File: src/rtl/rv_pkg.sv
// Shared RV32I pipeline definitions: data width, canonical NOP, fetch FSM states.
package rv_pkg;

  localparam int unsigned XLEN             = 32;
  localparam logic [31:0] RV_NOP           = 32'h0000_0013;
  localparam logic [31:0] RESET_PC_DEFAULT = 32'h0000_0000;

  typedef enum logic [2:0] {
    StIdle,
    StFetch,
    StDrain,
    StHold,
    StFault
  } fetch_state_e;

endpackage

File: src/rtl/fetch_hold_buf.sv
// One-entry skid buffer holding an instruction word and its PC while decode is stalled.
module fetch_hold_buf
  import rv_pkg::*;
#(
  parameter int unsigned XLEN = rv_pkg::XLEN
) (
  input  logic            clk,
  input  logic            rst,
  input  logic            load,
  input  logic            clear,
  input  logic [31:0]     load_word,
  input  logic [XLEN-1:0] load_pc,
  output logic [31:0]     word,
  output logic [XLEN-1:0] pc,
  output logic            valid
);

  always_ff @(posedge clk) begin
    if (rst) begin
      valid <= 1'b0;
      word  <= RV_NOP;
      pc    <= '0;
    end else if (clear) begin
      valid <= 1'b0;
    end else if (load) begin
      valid <= 1'b1;
      word  <= load_word;
      pc    <= load_pc;
    end
  end

endmodule

File: src/rtl/fetch_stage.sv
// RV32I instruction fetch stage: owns the PC, single-outstanding imem handshake, IF/ID register.
// Optional misaligned-redirect trap enabled by defining FETCH_ALIGN_CHECK_EN.
module fetch_stage
  import rv_pkg::*;
#(
  parameter logic [31:0] RESET_PC = RESET_PC_DEFAULT,
  parameter int unsigned XLEN     = rv_pkg::XLEN
) (
  input  logic            clk,
  input  logic            rst,
  output logic            imem_req,
  output logic [XLEN-1:0] imem_addr,
  input  logic [31:0]     imem_rdata,
  input  logic            imem_valid,
  input  logic            stall,
  input  logic            redirect,
  input  logic [XLEN-1:0] redirect_pc,
  output logic [31:0]     id_instr,
  output logic [XLEN-1:0] id_pc,
  output logic            id_valid,
  output logic            fetch_fault
);

  fetch_state_e    state_q, state_d;
  logic [XLEN-1:0] pc_q, pc_d;
  logic [XLEN-1:0] drain_addr_q, drain_addr_d;
  logic [31:0]     id_instr_q, id_instr_d;
  logic [XLEN-1:0] id_pc_q, id_pc_d;
  logic            id_valid_q, id_valid_d;

  logic            hold_load, hold_clear, hold_valid;
  logic [31:0]     hold_word;
  logic [XLEN-1:0] hold_pc;

  logic            redirect_bad;
  logic [XLEN-1:0] redirect_tgt;

`ifdef FETCH_ALIGN_CHECK_EN
  assign redirect_bad = (redirect_pc[1:0] != 2'b00);
  assign redirect_tgt = redirect_pc;
`else
  logic unused_redirect_lsb;
  assign unused_redirect_lsb = ^redirect_pc[1:0];
  assign redirect_bad = 1'b0;
  assign redirect_tgt = {redirect_pc[XLEN-1:2], 2'b00};
`endif

  fetch_hold_buf #(
    .XLEN (XLEN)
  ) u_hold_buf (
    .clk       (clk),
    .rst       (rst),
    .load      (hold_load),
    .clear     (hold_clear),
    .load_word (imem_rdata),
    .load_pc   (pc_q),
    .word      (hold_word),
    .pc        (hold_pc),
    .valid     (hold_valid)
  );

  always_ff @(posedge clk) begin
    if (rst) begin
      state_q <= StIdle;
    end else begin
      state_q <= state_d;
    end
  end

  always_comb begin
    state_d = state_q;
    unique case (state_q)
      StIdle:  state_d = StFetch;
      StFetch: if (imem_valid) state_d = stall ? StHold : StFetch;
      StDrain: if (imem_valid) state_d = StFetch;
      StHold:  if (!stall) state_d = StFetch;
      StFault: state_d = StFault;
      default: state_d = StIdle;
    endcase
    // Redirect wins over everything; a request still in flight must be drained first.
    if (redirect) begin
      if (redirect_bad) begin
        state_d = StFault;
      end else if ((state_q == StFetch || state_q == StDrain) && !imem_valid) begin
        state_d = StDrain;
      end else begin
        state_d = StFetch;
      end
    end
  end

  always_comb begin
    pc_d         = pc_q;
    drain_addr_d = drain_addr_q;
    id_instr_d   = id_instr_q;
    id_pc_d      = id_pc_q;
    id_valid_d   = id_valid_q;
    hold_load    = 1'b0;
    hold_clear   = 1'b0;
    if (redirect) begin
      id_valid_d = 1'b0;
      hold_clear = 1'b1;
      if (!redirect_bad) pc_d = redirect_tgt;
      // Keep presenting the stale address until its response comes back.
      if (state_q == StFetch && !imem_valid) drain_addr_d = pc_q;
    end else begin
      if (!stall) id_valid_d = 1'b0;
      case (state_q)
        StFetch: begin
          if (imem_valid) begin
            pc_d = pc_q + XLEN'(4);
            if (stall) begin
              hold_load = 1'b1;
            end else begin
              id_instr_d = imem_rdata;
              id_pc_d    = pc_q;
              id_valid_d = 1'b1;
            end
          end
        end
        StHold: begin
          if (!stall) begin
            id_instr_d = hold_word;
            id_pc_d    = hold_pc;
            id_valid_d = hold_valid;
            hold_clear = 1'b1;
          end
        end
        default: ;
      endcase
    end
  end

  always_ff @(posedge clk) begin
    if (rst) begin
      pc_q         <= RESET_PC;
      drain_addr_q <= RESET_PC;
      id_instr_q   <= RV_NOP;
      id_pc_q      <= '0;
      id_valid_q   <= 1'b0;
    end else begin
      pc_q         <= pc_d;
      drain_addr_q <= drain_addr_d;
      id_instr_q   <= id_instr_d;
      id_pc_q      <= id_pc_d;
      id_valid_q   <= id_valid_d;
    end
  end

  always_comb begin
    imem_req    = 1'b0;
    imem_addr   = pc_q;
    fetch_fault = 1'b0;
    case (state_q)
      StFetch: imem_req = 1'b1;
      StDrain: begin
        imem_req  = 1'b1;
        imem_addr = drain_addr_q;
      end
`ifdef FETCH_ALIGN_CHECK_EN
      StFault: fetch_fault = 1'b1;
`endif
      default: ;
    endcase
  end

  assign id_instr = id_instr_q;
  assign id_pc    = id_pc_q;
  assign id_valid = id_valid_q;

endmodule

File: config.mk
export PLATFORM = sky130hd
export DESIGN_NAME = fetch_stage
export DESIGN_NICKNAME = d
export VERILOG_FILES = /design/src/rtl/rv_pkg.sv /design/src/rtl/fetch_hold_buf.sv /design/src/rtl/fetch_stage.sv
export SDC_FILE = /design/constraint.sdc
export NUM_CORES = 1
export LEC_CHECK = 0
export ABC_AREA = 1
export CAP_MARGIN = 25
export CORE_MARGIN = 2
export CORE_UTILIZATION = 40
export DETAILED_ROUTE_END_ITERATION = 8
export GPL_TIMING_DRIVEN = 0
export PLACE_DENSITY = 0.69
export SYNTH_ARGS = -nofsm -noshare
export SYNTH_HDL_FRONTEND = slang
export SYNTH_SLANG_ARGS = --single-unit
File: constraint.sdc
create_clock -name clk -period 2.2 [get_ports clk]
set_clock_uncertainty 0.2 [all_clocks]
set_input_delay 0.55 -clock clk [delete_from_list [all_inputs] [get_ports clk]]
set_output_delay 0.55 -clock clk [all_outputs]
set_load 0.05 [all_outputs]
# Word-level counts from Yosys, hierarchy flattened
# Index checks and enable logic that the tools add are counted.
dict set report word_totals {
  word_cells 72
  register_bits 197
  inputBits 69
}
dict set report op_classes {
  addsub 1
  n_reduce_logical 17
  bitwise 2
  n_eq_ne 10
  muxes 32
}
# operator n
set op_table {}
lappend op_table {{$mux W32} 10}
lappend op_table {{$pmux W32 S2} 2}
lappend op_table {{$add A32 B3 Y32 const B} 1}
lappend op_table {{$pmux W3 S5} 1}
lappend op_table {{$mux W1} 12}
lappend op_table {{$mux W3} 4}
lappend op_table {{$ne A3 B3 Y1 const B} 3}
lappend op_table {{$reduce_and A2 Y1} 4}
lappend op_table {{$eq A3 B2 Y1 const B} 2}
lappend op_table {{$ne A2 B2 Y1 const B} 3}
lappend op_table {{$reduce_bool A2 Y1} 3}
lappend op_table {{$reduce_or A2 Y1} 3}
lappend op_table {{$reduce_and A5 Y1} 1}
lappend op_table {{$mux W2} 2}
lappend op_table {{$eq A3 B1 Y1 const B} 1}
lappend op_table {{$eq A3 B3 Y1 const B} 1}
lappend op_table {{$logic_not A3 Y1} 1}
lappend op_table {{$reduce_and A3 Y1} 1}
lappend op_table {{$logic_and A1 B1 Y1} 2}
lappend op_table {{$not A1 Y1} 2}
lappend op_table {{$pmux W1 S2} 1}
lappend op_table {{$logic_not A1 Y1} 1}
lappend op_table {{$logic_or A1 B1 Y1} 1}

# Longest topological paths before layout
dict set report depth {
  word_depth 5
  ltp_mapped 10
  ltp_nobuf 9
}

# Hierarchy
# A second synthesis with hierarchy kept.
dict set report hier_totals {
  hier_cells 1374
  area_unflattened_um2 9095.0
}
# mod n_inst area_per_inst_um2 cells_per_inst
set by_module_without_submodules {}
lappend by_module_without_submodules {fetch_stage 1 6367.4 962}
lappend by_module_without_submodules {fetch_hold_buf 1 2727.6 412}

# Worst setup path before layout
# Ideal clock, no wire load.
dict set report synth_path {
  path_type {register -> output}
  start {register state_q[0]}
  end {output port imem_addr[10]}
  path_stages_with_launch 5
  arrival_ps 1908
  n_path_buf 1
  path_slack_ps -458
  cell_sequence {dfxtp_1 inv_2 nand3_1 clkbuf_1 o21ai_0}
}
dict set report synth_between {
  elab_chain_cells 2
}
# element line_no
set synth_rtl {}
lappend synth_rtl {{from (decl)} fetch_stage.sv:24} ;# fetch_state_e state_q, state_d;
lappend synth_rtl {{from (signal assigned)} fetch_stage.sv:64} ;# state_q <= StIdle;
lappend synth_rtl {{from (signal assigned)} fetch_stage.sv:66} ;# state_q <= state_d;
lappend synth_rtl {{$eq A3 B2 Y1} fetch_stage.sv:154} ;# case (state_q)
lappend synth_rtl {{$mux W32} fetch_stage.sv:154}
lappend synth_rtl {{to (decl)} fetch_stage.sv:12} ;# output logic [XLEN-1:0] imem_addr,
# Every way passes these cells.

# Final worst setup path
dict set report layout_path {
  start {register state_q[1]}
  end {output port imem_addr[5]}
}
# Same word-level chain as after synthesis.

==> reports/results.md <==
• complete, but fails checks — run status
• negative setup slack — violated checks
• 0.00237 W — Psw
• 0.251 — gr usage total
• 0.0106 sq mm — area post-placement
• 7 — worst-path fanout max
• 0.553 mV — peak supply drop
• 0 — total DRC errors in the routed layout
• 168 — top-level port count
• 0 — Async S/R FF share, synth
• 0.0211 sq mm — core footprint
• 0.0227 sq mm — Total Die Area
• primary output — type of destination of the critical path
• 0 — leftover overflow at the end of global routing
• nand3_4, clkbuf_16, o21ai_4, buf_6 — cells along the critical path
• dfxtp_1 — dominant register cell in the synthesized netlist
• 0.598 — tightest slew margin relative to the limit
• nand2_1, dfxtp_1, o21ai_0, a21oi_1, nor2_1 — most instantiated cells after synthesis
• 159 — input/output buffers
• 8,341 — vias in the first global route
• 2 — Max Buffers Root-to-Sink
• 44,300 um — first-pass GRT wire length
• 690 mW/mm^2 — power per cell area
• 0 — ANT nets after route
• nand2_1 — most common cell in the synthesized netlist
• 31 — count of endpoints failing setup in the final report
• 0.964 — global placer's final weighted congestion
• 0.333 — met1 Resource Use GR
• 0.408 — initial core utilization
• flop to primary output — kind of critical path
• 9,149 — routed via count
• 0.602 ns — Tightest Pin Transition
• clkbuf_16 — master cell of the clock root buffer
• 0.00574 W — internal power
• met2 — most congested layer reported by global routing
• 0 — warning count from the yosys run
• 1.09 — share of the clock period used by the worst path after layout
• 1,746 — Cell Count, Final, Fillers Out
• 0.557 — final core utilization
• 0.391 — clock share of power
• 0.159 — combinational share of power
• dfxtp_1 — biggest area consumer among synthesized cells
• flop to flop — type of the worst min-delay path
• 0.44 ns — insertion delay of the later-clocked pin in the worst-skew pair
• 0.450 — sequential share of power
• 33 — number of library cell types mapped by synthesis
• 151 um — x dimension of the die
• 1,262 — cells after synthesis
• 2,019 — filler instances
• dfxtp_4 — Critical Path Slowest Stage Cell
• 53 — floorplan row count
• 5.24 — number of vias per cell after detailed routing
• 6.82 sq um — Avg Inst Size Synth
• 0.141 — fraction of layout instances using a drive strength above 1
• 4 — H-tree depth
• 2.40 ns — min cycle time layout
• 1,700 — total placed cells including tap cells
• 0 — final hold violations
• 0 — initial antenna violation count
• 36.5% — Area growth, synth to finish
• 0 — diodes inserted
• 0 — number of max-cap violations
• 0 — count of hold buffers inserted by post-cts repair
• -5.32 ns — Total Negative Setup Slacks
• 189 — flops & latches, synth
• true — setup repair after global routing missed its margin
• 0.0376 — met3 global-route usage
• 0 — Post-synth EDFFs
• 151 um — DIE HEIGHT
• 0 — final number of max-transition violations
• done — clock tree from TritonCTS
• 1,528 — nets
• 16.4 um — final routed wire length divided by cell count
• 0.440 — area share of the largest cell type after synthesis
• 17 — number of clock buffers inserted by TritonCTS
• flop — category of the worst setup path launch point
• 0.440 — sequential share of the synthesized area
• 20,200 um — DP Wirelength
• dfxtp_1, nand2_1, o21ai_0, a21oi_1, nor2_1 — Area contributors post-synth
• 4.90 nW — Leak Pwr
• 0.292 — net switching share of the total power
• -0.201 ns — worst-case setup margin in the final layout
• 1.45 ns — Data required, critical path
• 0.41 ns — critical path's largest stage delay
• 0.00861 sq mm — Netlist Area Pre-Place
• -0.805 ns — Place WS
• 189 — clk sink count
• 28,700 um — final wirelength
• 5 — Pre-Repair DR Iteration Count
• 1.65 ns — Data arrival, critical path
• 417 MHz — achievable frequency
• 732 — violation count after the first detailed-route iteration
• 18 — maximum number of pins on one net before global-route repair
• 0.08 ns — clock slew at the register clock pins of the worst setup and hold paths
• 0.0118 sq mm — Final Instance Area
• 0.404 — Global Route met2 Usage
sequential cells by signal, summed over array words and instances, names as in the netlist, 3 cells and up:
signal	flops
id_instr	32
u_hold_buf.word	32
drain_addr_q	30
id_pc	30
pc_q	30
u_hold_buf.pc	30
state_q	3
critical path, delay by kind of cell, from the launching register on:
kind / cells / cell delay [ns]
buffers and inverters: 2 / 0.43
AND/OR/NAND/NOR: 1 / 0.22
AO/OA/AOI/OAI: 1 / 0.15
flip-flops: 1 / 0.41
power groups by stage:
stage | Sequential (W) | Combinational, W | Clock (W)
floorplan | 0.00380 | 0.000627 | 0
CTS | 0.00364 | 0.00127 | 0.00320
global route | 0.00366 | 0.00139 | 0.00333
global placement | 0.00372 | 0.00116 | 0
finish | 0.00365 | 0.00129 | 0.00317
detailed placement | 0.00372 | 0.00117 | 0
stage by stage:
stage | hold slack [ns] | power [W]
finish | 0.250 | 0.00811
floorplan | 0.225 | 0.00442
detailed placement | 0.239 | 0.00489
CTS | 0.250 | 0.00811
global placement | 0.233 | 0.00488
global route | 0.271 | 0.00837
placed cells by master (no fill, tap or decap), types with 4 or more instances in the layout:
master / n
a31oi_1: 6
o211ai_1: 4
nand2_4: 4
nand2_1: 265
conb_1: 5
inv_6: 5
clkbuf_1: 41
o21ai_2: 14
clkbuf_2: 5
inv_2: 6
a21oi_1: 157
clkbuf_8: 8
buf_6: 31
clkdlybuf4s50_1: 63
nor2_2: 4
buf_2: 27
o21ai_4: 17
xor2_1: 8
dlygate4sd2_1: 65
clkbuf_16: 21
buf_4: 20
nor2_1: 153
nor3_1: 6
dfxtp_1: 185
nand2_2: 19
o21ai_0: 155
inv_1: 94
nand3_1: 39
what timing repair did:
| item | CTS | global route |
|---|---|---|
| endpoints found under the setup margin | 178 | 49 |
| cloned | 7 | 0 |
| resized for setup | 391 | 13 |
| setup buffers | 6 | 1 |
| pin swaps | 3 | 1 |
cells by family (layout without fill, tap and decap cells):
kind of cell | Yosys count | count (layout) | share of synthesized area
simple gates | 508 | 509 | 0.240
compound gates | 359 | 359 | 0.212
buf+inv | 193 | 397 | 0.0949
flops | 189 | 189 | 0.440
xor+xnor | 11 | 11 | 0.0112
fa+ha+maj | 1 | 1 | 0.00145
other cells | 1 | 5 | 0.000436
path summary, 6_finish.rpt:
path                    start  slack [ns]                to  cells past startpoint
max                state_q[1]       -0.20      imem_addr[5]                      4
min          u_hold_buf.pc[3]        0.25  u_hold_buf.pc[3]                      2
min reg2reg  u_hold_buf.pc[3]        0.25  u_hold_buf.pc[3]                      2
max reg2reg           pc_q[3]        0.08          pc_q[16]                      8
routing by layer:
layer | vias up | wire length [um]
met5 | - | 0
met4 | 0 | 1010
met3 | 62 | 1840
met2 | 359 | 13400
met1 | 4272 | 12400
li1 | 4456 | -
layout make-up:
class / count / area (sq um) / share of cell area
flip-flops and latches: 189 / 3800 / 0.323
clock buffers: 20 / 447 / 0.0380
repair buffers: 172 / 1700 / 0.145
inverters: 102 / 393 / 0.0334
clock inverters: 12 / 154 / 0.0131
well taps: 275 / 344 / 0.0293
multi-input cells: 885 / 4380 / 0.373
plain buffers: 91 / 533 / 0.0453
Power figures use the tool's default switching activity.
